===== src/rtl/frame_pkg.sv =====
// Line-level constants shared by the parity frame transmitter and its future receiver.
package frame_pkg;

  // Serial line levels
  localparam logic LINE_IDLE = 1'b1;
  localparam logic START_BIT = 1'b0;
  localparam logic STOP_BIT  = 1'b1;

  // Line bits in one frame: start + data + parity + stop
  function automatic int frame_bits(input int width);
    return width + 3;
  endfunction

endpackage


===== src/rtl/baud_tick_gen.sv =====
// Bit-period timer: counts CLKS_PER_BIT cycles while enabled and flags the
// last cycle of each bit so the FSM can advance on that edge.
module baud_tick_gen #(
  parameter int CLKS_PER_BIT = 16
) (
  input  logic clk,
  input  logic reset_p,
  input  logic i_clear,
  input  logic i_enable,
  output logic o_bit_end
);

  localparam int CNT_W = (CLKS_PER_BIT > 1) ? $clog2(CLKS_PER_BIT) : 1;
  localparam logic [CNT_W-1:0] CNT_LAST = CNT_W'(CLKS_PER_BIT - 1);
  localparam logic [CNT_W-1:0] CNT_ONE  = CNT_W'(1);

  logic [CNT_W-1:0] r_count;

  // Count 0..CLKS_PER_BIT-1 and wrap; a clear restarts the bit period.
  always_ff @(posedge clk or posedge reset_p) begin
    if (reset_p) begin
      r_count <= '0;
    end else if (i_clear) begin
      r_count <= '0;
    end else if (i_enable) begin
      if (r_count == CNT_LAST) begin
        r_count <= '0;
      end else begin
        r_count <= r_count + CNT_ONE;
      end
    end
  end

  assign o_bit_end = i_enable && (r_count == CNT_LAST);

endmodule


===== src/rtl/parity_frame_tx.sv =====
// Serial transmitter for {data, parity} frames on an idle-high line:
// start bit, data LSB first, parity bit as given, stop bit.
//
// Handshake: a frame is accepted on any rising edge where frame_valid and
// frame_ready are both high; frame_ready is high only in IDLE, so the
// upstream stage must hold frame_valid and frame_in until it is accepted.
module parity_frame_tx
  import frame_pkg::*;
#(
  parameter int WIDTH        = 32,
  parameter int CLKS_PER_BIT = 16
) (
  input  logic           clk,
  input  logic           reset_p,
  input  logic [WIDTH:0] frame_in,
  input  logic           frame_valid,
  output logic           frame_ready,
  output logic           tx,
  output logic           busy,
  output logic           done
);

  localparam int IDX_W = (WIDTH > 1) ? $clog2(WIDTH) : 1;
  localparam logic [IDX_W-1:0] LAST_IDX = IDX_W'(WIDTH - 1);
  localparam logic [IDX_W-1:0] IDX_ONE  = IDX_W'(1);

  typedef enum logic [2:0] {
    S_IDLE   = 3'd0,
    S_START  = 3'd1,
    S_DATA   = 3'd2,
    S_PARITY = 3'd3,
    S_STOP   = 3'd4
  } state_t;

  state_t             r_state;
  state_t             w_state_nxt;
  logic [WIDTH-1:0]   r_data;
  logic               r_parity;
  logic [IDX_W-1:0]   r_bit_idx;
  logic               r_tx;
  logic               r_busy;
  logic               r_done;

  logic               w_tx_nxt;
  logic               w_busy_nxt;
  logic               w_done_nxt;
  logic               w_load;
  logic               w_shift;
  logic               w_idx_inc;
  logic               w_bit_end;
  logic               w_tick_en;

  assign w_tick_en = (r_state != S_IDLE);

  baud_tick_gen #(
    .CLKS_PER_BIT(CLKS_PER_BIT)
  ) u_baud_tick_gen (
    .clk      (clk),
    .reset_p  (reset_p),
    .i_clear  (w_load),
    .i_enable (w_tick_en),
    .o_bit_end(w_bit_end)
  );

  // Next-state and next-output decode; the line bit is decided one edge ahead
  // so that tx comes straight from a flop.
  always_comb begin
    w_state_nxt = r_state;
    w_tx_nxt    = r_tx;
    w_busy_nxt  = r_busy;
    w_done_nxt  = 1'b0;
    w_load      = 1'b0;
    w_shift     = 1'b0;
    w_idx_inc   = 1'b0;
    case (r_state)
      S_IDLE: begin
        w_tx_nxt   = LINE_IDLE;
        w_busy_nxt = 1'b0;
        if (frame_valid) begin
          w_state_nxt = S_START;
          w_tx_nxt    = START_BIT;
          w_busy_nxt  = 1'b1;
          w_load      = 1'b1;
        end
      end
      S_START: begin
        if (w_bit_end) begin
          w_state_nxt = S_DATA;
          w_tx_nxt    = r_data[0];
          w_shift     = 1'b1;
        end
      end
      S_DATA: begin
        if (w_bit_end) begin
          if (r_bit_idx == LAST_IDX) begin
            w_state_nxt = S_PARITY;
            w_tx_nxt    = r_parity;
          end else begin
            w_tx_nxt  = r_data[0];
            w_shift   = 1'b1;
            w_idx_inc = 1'b1;
          end
        end
      end
      S_PARITY: begin
        if (w_bit_end) begin
          w_state_nxt = S_STOP;
          w_tx_nxt    = STOP_BIT;
        end
      end
      S_STOP: begin
        if (w_bit_end) begin
          w_state_nxt = S_IDLE;
          w_done_nxt  = 1'b1;
          w_busy_nxt  = 1'b0;
        end
      end
      default: begin
        w_state_nxt = S_IDLE;
        w_tx_nxt    = LINE_IDLE;
        w_busy_nxt  = 1'b0;
      end
    endcase
  end

  // State, line and status registers; reset forces the line idle at once.
  always_ff @(posedge clk or posedge reset_p) begin
    if (reset_p) begin
      r_state <= S_IDLE;
      r_tx    <= LINE_IDLE;
      r_busy  <= 1'b0;
      r_done  <= 1'b0;
    end else begin
      r_state <= w_state_nxt;
      r_tx    <= w_tx_nxt;
      r_busy  <= w_busy_nxt;
      r_done  <= w_done_nxt;
    end
  end

  // Frame capture on accept, then shift data right so bit 0 is always next.
  always_ff @(posedge clk or posedge reset_p) begin
    if (reset_p) begin
      r_data    <= '0;
      r_parity  <= 1'b0;
      r_bit_idx <= '0;
    end else if (w_load) begin
      r_data    <= frame_in[WIDTH:1];
      r_parity  <= frame_in[0];
      r_bit_idx <= '0;
    end else begin
      if (w_shift) begin
        r_data <= r_data >> 1;
      end
      if (w_idx_inc) begin
        r_bit_idx <= r_bit_idx + IDX_ONE;
      end
    end
  end

  assign frame_ready = (r_state == S_IDLE);
  assign tx          = r_tx;
  assign busy        = r_busy;
  assign done        = r_done;

endmodule

===== config.mk =====
export PLATFORM = sky130hd
export DESIGN_NAME = parity_frame_tx
export DESIGN_NICKNAME = d
export VERILOG_FILES = /design/src/rtl/frame_pkg.sv /design/src/rtl/baud_tick_gen.sv /design/src/rtl/parity_frame_tx.sv
export SDC_FILE = /design/constraint.sdc
export NUM_CORES = 1
export LEC_CHECK = 0
export CAP_MARGIN = 20
export CORE_ASPECT_RATIO = 1.2
export CORE_MARGIN = 2
export CORE_UTILIZATION = 25
export CTS_BUF_LIST = sky130_fd_sc_hd__clkbuf_16
export DETAILED_ROUTE_END_ITERATION = 10
export GPL_ROUTABILITY_DRIVEN = 1
export PLACE_DENSITY = 0.54
export SYNTH_ARGS = -nofsm -noshare
export SYNTH_HDL_FRONTEND = slang
export SYNTH_HIERARCHICAL = 1
export SYNTH_SLANG_ARGS = --single-unit

===== constraint.sdc =====
create_clock -name clk -period 3.89 [get_ports clk]
set_input_delay 0.389 -clock clk [delete_from_list [all_inputs] [get_ports clk]]
set_output_delay 0.389 -clock clk [all_outputs]
set_load 0.02 [all_outputs]

**Yosys cells after proc, flatten, opt, wreduce, memory -nomap -nowiden**

Cells that the tools add are included.

- Register bits after elaboration: 48
- Bits in latches: 0
- Memory bits (writable): 0
- Memory bits (read-only): 0
- Input bits: 36
- Output and inout port bits: 4
- Logic and storage cells: 64
- Memories: 0

- $add $sub $neg: 2
- Multiply operators: 0
- Div/mod/pow operators: 0
- Magnitude comparators: 0
- Equal/unequal tests: 12
- Shift-type cells: 0
- Mux-type cells: 30
- Bitwise gates (word level): 2
- Reduce and logical (&&, ||, !) cells: 10

Operators with widths:

| kind | count |
|---|---|
| $mux 32 | 2 |
| $mux 3 | 6 |
| $pmux 3 s5 | 1 |
| $mux 1 | 13 |
| $mux 4 | 3 |
| $mux 5 | 2 |
| $ne 2x1->1 const B | 4 |
| $eq 3x2->1 const B | 2 |
| $reduce_and 6->1 | 1 |
| $reduce_bool 2->1 | 3 |
| $add 5x1->5 const B | 1 |
| $eq 5x5->1 const B | 1 |
| $pmux 1 s5 | 1 |
| $add 4x1->4 const B | 1 |
| $eq 4x4->1 const B | 1 |
| $ne 2x2->1 const B | 2 |
| $reduce_and 4->1 | 1 |
| $eq 3x1->1 const B | 1 |
| $eq 3x3->1 const B | 1 |
| $logic_not 3->1 | 1 |
| $pmux 1 s3 | 1 |
| $reduce_bool 3->1 | 1 |
| $reduce_or 3->1 | 1 |
| $not 1->1 | 2 |
| 3 further kinds | 3 |

**Depth between registers and ports, before layout**

- Depth in word-level cells: 6
- Mapped depth: 11
- Gate-level depth less buffers: 8

**Cells and area by module**

The synthesis kept the hierarchy.

By module, submodules not included:

| module | instances | cells an instance | area an instance (sq um) | seq. area each (sq um) |
|---|---|---|---|---|
| parity_frame_tx | 1 | 173 | 2388.5 | 1102.3 |
| baud_tick_gen | 1 | 23 | 209.0 | 100.1 |

**Least setup slack after synthesis**

No wires, ideal clock.

- Path kind: register to register
- Start point: register r_state[0]
- End point: register r_data[0]
- Setup time: 0.125 ns
- Data arrival time: 2.668 ns
- Required time: 3.765 ns
- Path slack: 1.097 ns
- Stages on the path, launching flop included: 12
- Path buffers: 3
- Period minus slack after synthesis: 2.793 ns
- Path through: dfrtp_1 -> buf_2 -> or2_2 -> nor2_1 -> inv_1 -> nand2_2 -> nor2_1 -> buf_2 -> and3b_4 -> a211o_4 -> buf_6 -> mux2_4

- Elaborated cells between the ends (all ways): 11
- Those cells by class: 2 x eq/ne; 5 x mux; 4 x reduce/logical

RTL lines:

| element | RTL line | source |
|---|---|---|
| start: declaration | parity_frame_tx.sv:35 | `state_t r_state;` |
| start signal: assignment | parity_frame_tx.sv:134 | `r_state <= w_state_nxt;` |
| $logic_not 3->1 * | -- |  |
| net frame_ready | parity_frame_tx.sv:17 | `output logic frame_ready,` |
| $mux 1 * | parity_frame_tx.sv:75 | `case (r_state)` |
| $mux 32 / $reduce_bool 2->1 (equally long branches) | -- |  |
| end signal: assignment | parity_frame_tx.sv:148 | `r_data <= frame_in[WIDTH:1];` |
| end signal: assignment | parity_frame_tx.sv:153 | `r_data <= r_data >> 1;` |
| end: declaration | parity_frame_tx.sv:37 | `logic [WIDTH-1:0] r_data;` |

The timed path passes the listed nets; every way through them passes the cells marked *.
A chain may end at the register's enable or synchronous reset.

**Worst setup path after layout**

- Start point: register r_state[0]
- End point: register r_data[13]

- Word-level cells in the longest chain between the ends: 5
- Elaborated cells between the ends (all ways): 11
- Those cells by class: 2 x eq/ne; 5 x mux; 4 x reduce/logical

Ends and longest elaborated chain:

| element | RTL line | source |
|---|---|---|
| $reduce_bool 3->1 * | parity_frame_tx.sv:53 | `assign w_tick_en = (r_state != S_IDLE);` |
| net w_tick_en | parity_frame_tx.sv:51 | `logic w_tick_en;` |
| $logic_and 1x1->1 * | baud_tick_gen.sv:34 | `assign o_bit_end = i_enable && (r_count == CNT_LAST);` |
| net w_bit_end | parity_frame_tx.sv:50 | `logic w_bit_end;` |
| $mux 1 (on tied branches) | parity_frame_tx.sv:94, parity_frame_tx.sv:87 |  |
| $pmux 1 s2 * | parity_frame_tx.sv:75 |  |
| $reduce_bool 2->1 (no source line) * | -- |  |

Marked as above.

==> metrics.txt <==
CP startpoint kind register; Antenna Nets Post-Route 0; hold buffers post-CTS 0; Multi-input gate area 0.00128 mm2; internal power 1440 uW; post-synthesis cell area 0.00260 mm2; Slew Viols, Final 0; CTS tree done; Die W 97.1 um; FF/Latch Area 0.00120 mm2; final instance count without filler cells 360; initial antenna violation count 0; switching part of the total power 30.2%; post-CTS setup buffer count 0; DP Cell Count 352; die height 116 um; top post-synthesis cells by area dfrtp_1 45%, mux2_4 17%, mux2_2 13%, buf_6 2.6%, a21oi_1 1.7%; Slew @ Worst Pin 0.573 ns; Setup Skew 0.00393 ns; Synth area leader dfrtp_1; top-count cell post-synth dfrtp_1; CTS H-tree lvls 2; Worst VDD drop 0.220 mV; synth warn 6; final net count 272; Leakage Power 0.00143 uW; GRT Total Usage 8.86%; Max clock buf depth 2; Net Count, Synth 235; WP data arrival 3.14 ns; I/O pin count 40; register share of total power 41.6%; crit end category register; Clock power frac 20.0%; Max-Cap Viols 0; row count 40; TritonCTS buffer count 5; dpl ws 0.956 ns; largest net degree at the start of global routing 45; first-pass GRT wire length 8090 um; max_slew headroom 61.8%; RePlAce Congestion 0.808; final setup margin 0.924 ns; fillers 1007; # resized after CTS 0; post-synth cell types 37; PD cells 644 mW/mm2; Total Wirelength 4700 um; syn_area_per_cell 13.3 um2; post-DP HPWL 3050 um; post-layout min period 2.97 ns; share of the synthesized area in the top cell type 45.3%; synth cell count leaders 47 x dfrtp_1, 30 x mux2_2, 29 x mux2_4; initial DRC count 101; setup_tns 0 ns; layout cell share with drive strength beyond 1 31.2%; Main synth FF type dfrtp_1; min-delay worst type input pin to async pin; clock latency on the worst-skew pair 0.29 ns; vias in the first global route 1712; critical setup path kind register to register; number of synthesized flops with an enable pin 0; Area Growth Syn to Fin 23.3%; Initial Util 25.8%; largest fanout on the critical path 32; DIE AREA 0.0112 mm2; Worst EP required 4.06 ns; final hold slack 0.321 ns; # clock sinks 48; #FFs+latches synth 48; sequential share of the synthesized area 46.3%; RSZ-0062 raised after global routing false; clock slew seen by the registers of the worst setup and hold paths 0.06 ns; Psw 623 uW; status finished clean; Avg WL per Cell 13.1 um; core footprint 0.0101 mm2; Combinational Power Share 38.4%; CTS Root Cell clkbuf_16; DR pass1 iterations 4; grt ovf 0; setup violators final 0; Final Cycle Share 76.2%; Syn Inst Count 196; # diodes 0; asr flop ratio synth 100%; final hold viol count 0; vias per cell 4.42; # DRC 0; DR vias 1592; Port Buf Inserts 39; f_max 337 MHz
## per-stage QoR
step,utilization [%],area (um2),power [uW]
after floorplan,-,2600,1520
after global placement,30.5,3070,1650
after detailed placement,30.5,3070,1660
after CTS,31.8,3200,2100
after global routing,31.8,3200,2210
final,31.8,3200,2060
## cell type report
type / count / area share [%]
Clock buffer: 5 / 3.91
Clock inverter: 3 / 0.352
Inverter: 6 / 0.703
Multi-Input combinational cell: 131 / 39.9
Sequential cell: 48 / 37.5
Tap cell: 126 / 4.92
Timing Repair Buffer: 41 / 12.7
## power groups by stage
| stage | sequential, uW | combinational [uW] | clock (uW) |
|---|---|---|---|
| 3_5_place_dp | 864 | 801 | 0 |
| 5_1_grt | 887 | 875 | 451 |
| 3_3_place_gp | 862 | 790 | 0 |
| 4_1_cts | 860 | 805 | 434 |
| 2_1_floorplan | 819 | 699 | 0 |
| 6_report | 857 | 792 | 413 |
## flip-flops by register name, summed over array words and instances (netlist names)
| name | count |
|---|---|
| r_state | 3 |
| r_bit_idx | 5 |
| done | 1 |
| tx | 1 |
| r_parity | 1 |
| r_data | 32 |
| busy | 1 |
| u_baud_tick_gen/r_count | 4 |
## logic make-up (layout without fill, tap and decap cells)
logic type | count (synthesis) | count (layout) | synth area share [%]
DFF | 48 | 48 | 46.3
xor gates and xnor gates | 2 | 2 | 0.674
AOI/OAI and AO/OA | 22 | 22 | 5.30
muxes | 67 | 67 | 33.0
and+or+nand+nor | 37 | 37 | 8.77
adders and majority gates | 3 | 3 | 1.45
buffers and inverters | 17 | 55 | 4.48
## layout by cell type (no fill, tap or decap)
cell / count
mux2_1: 4
xor2_1: 2
or4_1: 1
nor2_1: 8
dfrtp_1: 47
a21o_1: 1
buf_4: 2
inv_1: 7
nand2_2: 1
clkdlybuf4s50_1: 39
o32a_1: 1
dfstp_2: 1
clkbuf_16: 5
nand3b_1: 2
mux2_4: 29
nor3b_1: 1
ha_1: 3
o31ai_1: 1
nand2b_1: 2
or2_4: 1
o21ai_0: 7
or2_2: 1
a31oi_1: 1
and3b_4: 1
nand2_1: 6
a221oi_1: 1
nand3_1: 6
a211o_4: 1
mux2_2: 30
mux2i_1: 4
clkinv_1: 2
and3_1: 2
nor4b_4: 1
or4b_1: 1
nor4bb_1: 1
or3_1: 2
a21oi_1: 9
## layer usage
metal / track usage, % / wire [um]
met4: 4.32 / 90
met2: 15.2 / 2230
met3: 2.35 / 222
met1: 10.4 / 2160
met5: 0 / 0
## final timing paths
check,cells past startpoint,slack [ns],start,endpoint
setup / recovery,8,0.92,r_state[0],r_data[13]
max in group asynchronous,3,2.92,reset_p,r_data[13]
min in group clk,1,0.48,busy,busy
hold reg to reg,1,0.48,busy,busy
hold / removal,2,0.32,reset_p,u_baud_tick_gen/r_count[2]
setup reg to reg,8,0.92,r_state[0],r_data[13]
## critical path, stage by stage, from the launching register on
cell and delay (ns):
dfrtp_1 0.59, or2_2 0.22, nor2_1 0.05, inv_1 0.18, nand2_2 0.09, nor2_1 0.44, nor4bb_1 0.34, a211o_4 0.52
mux2_2 0.39
(Power assumes the default switching activity.)
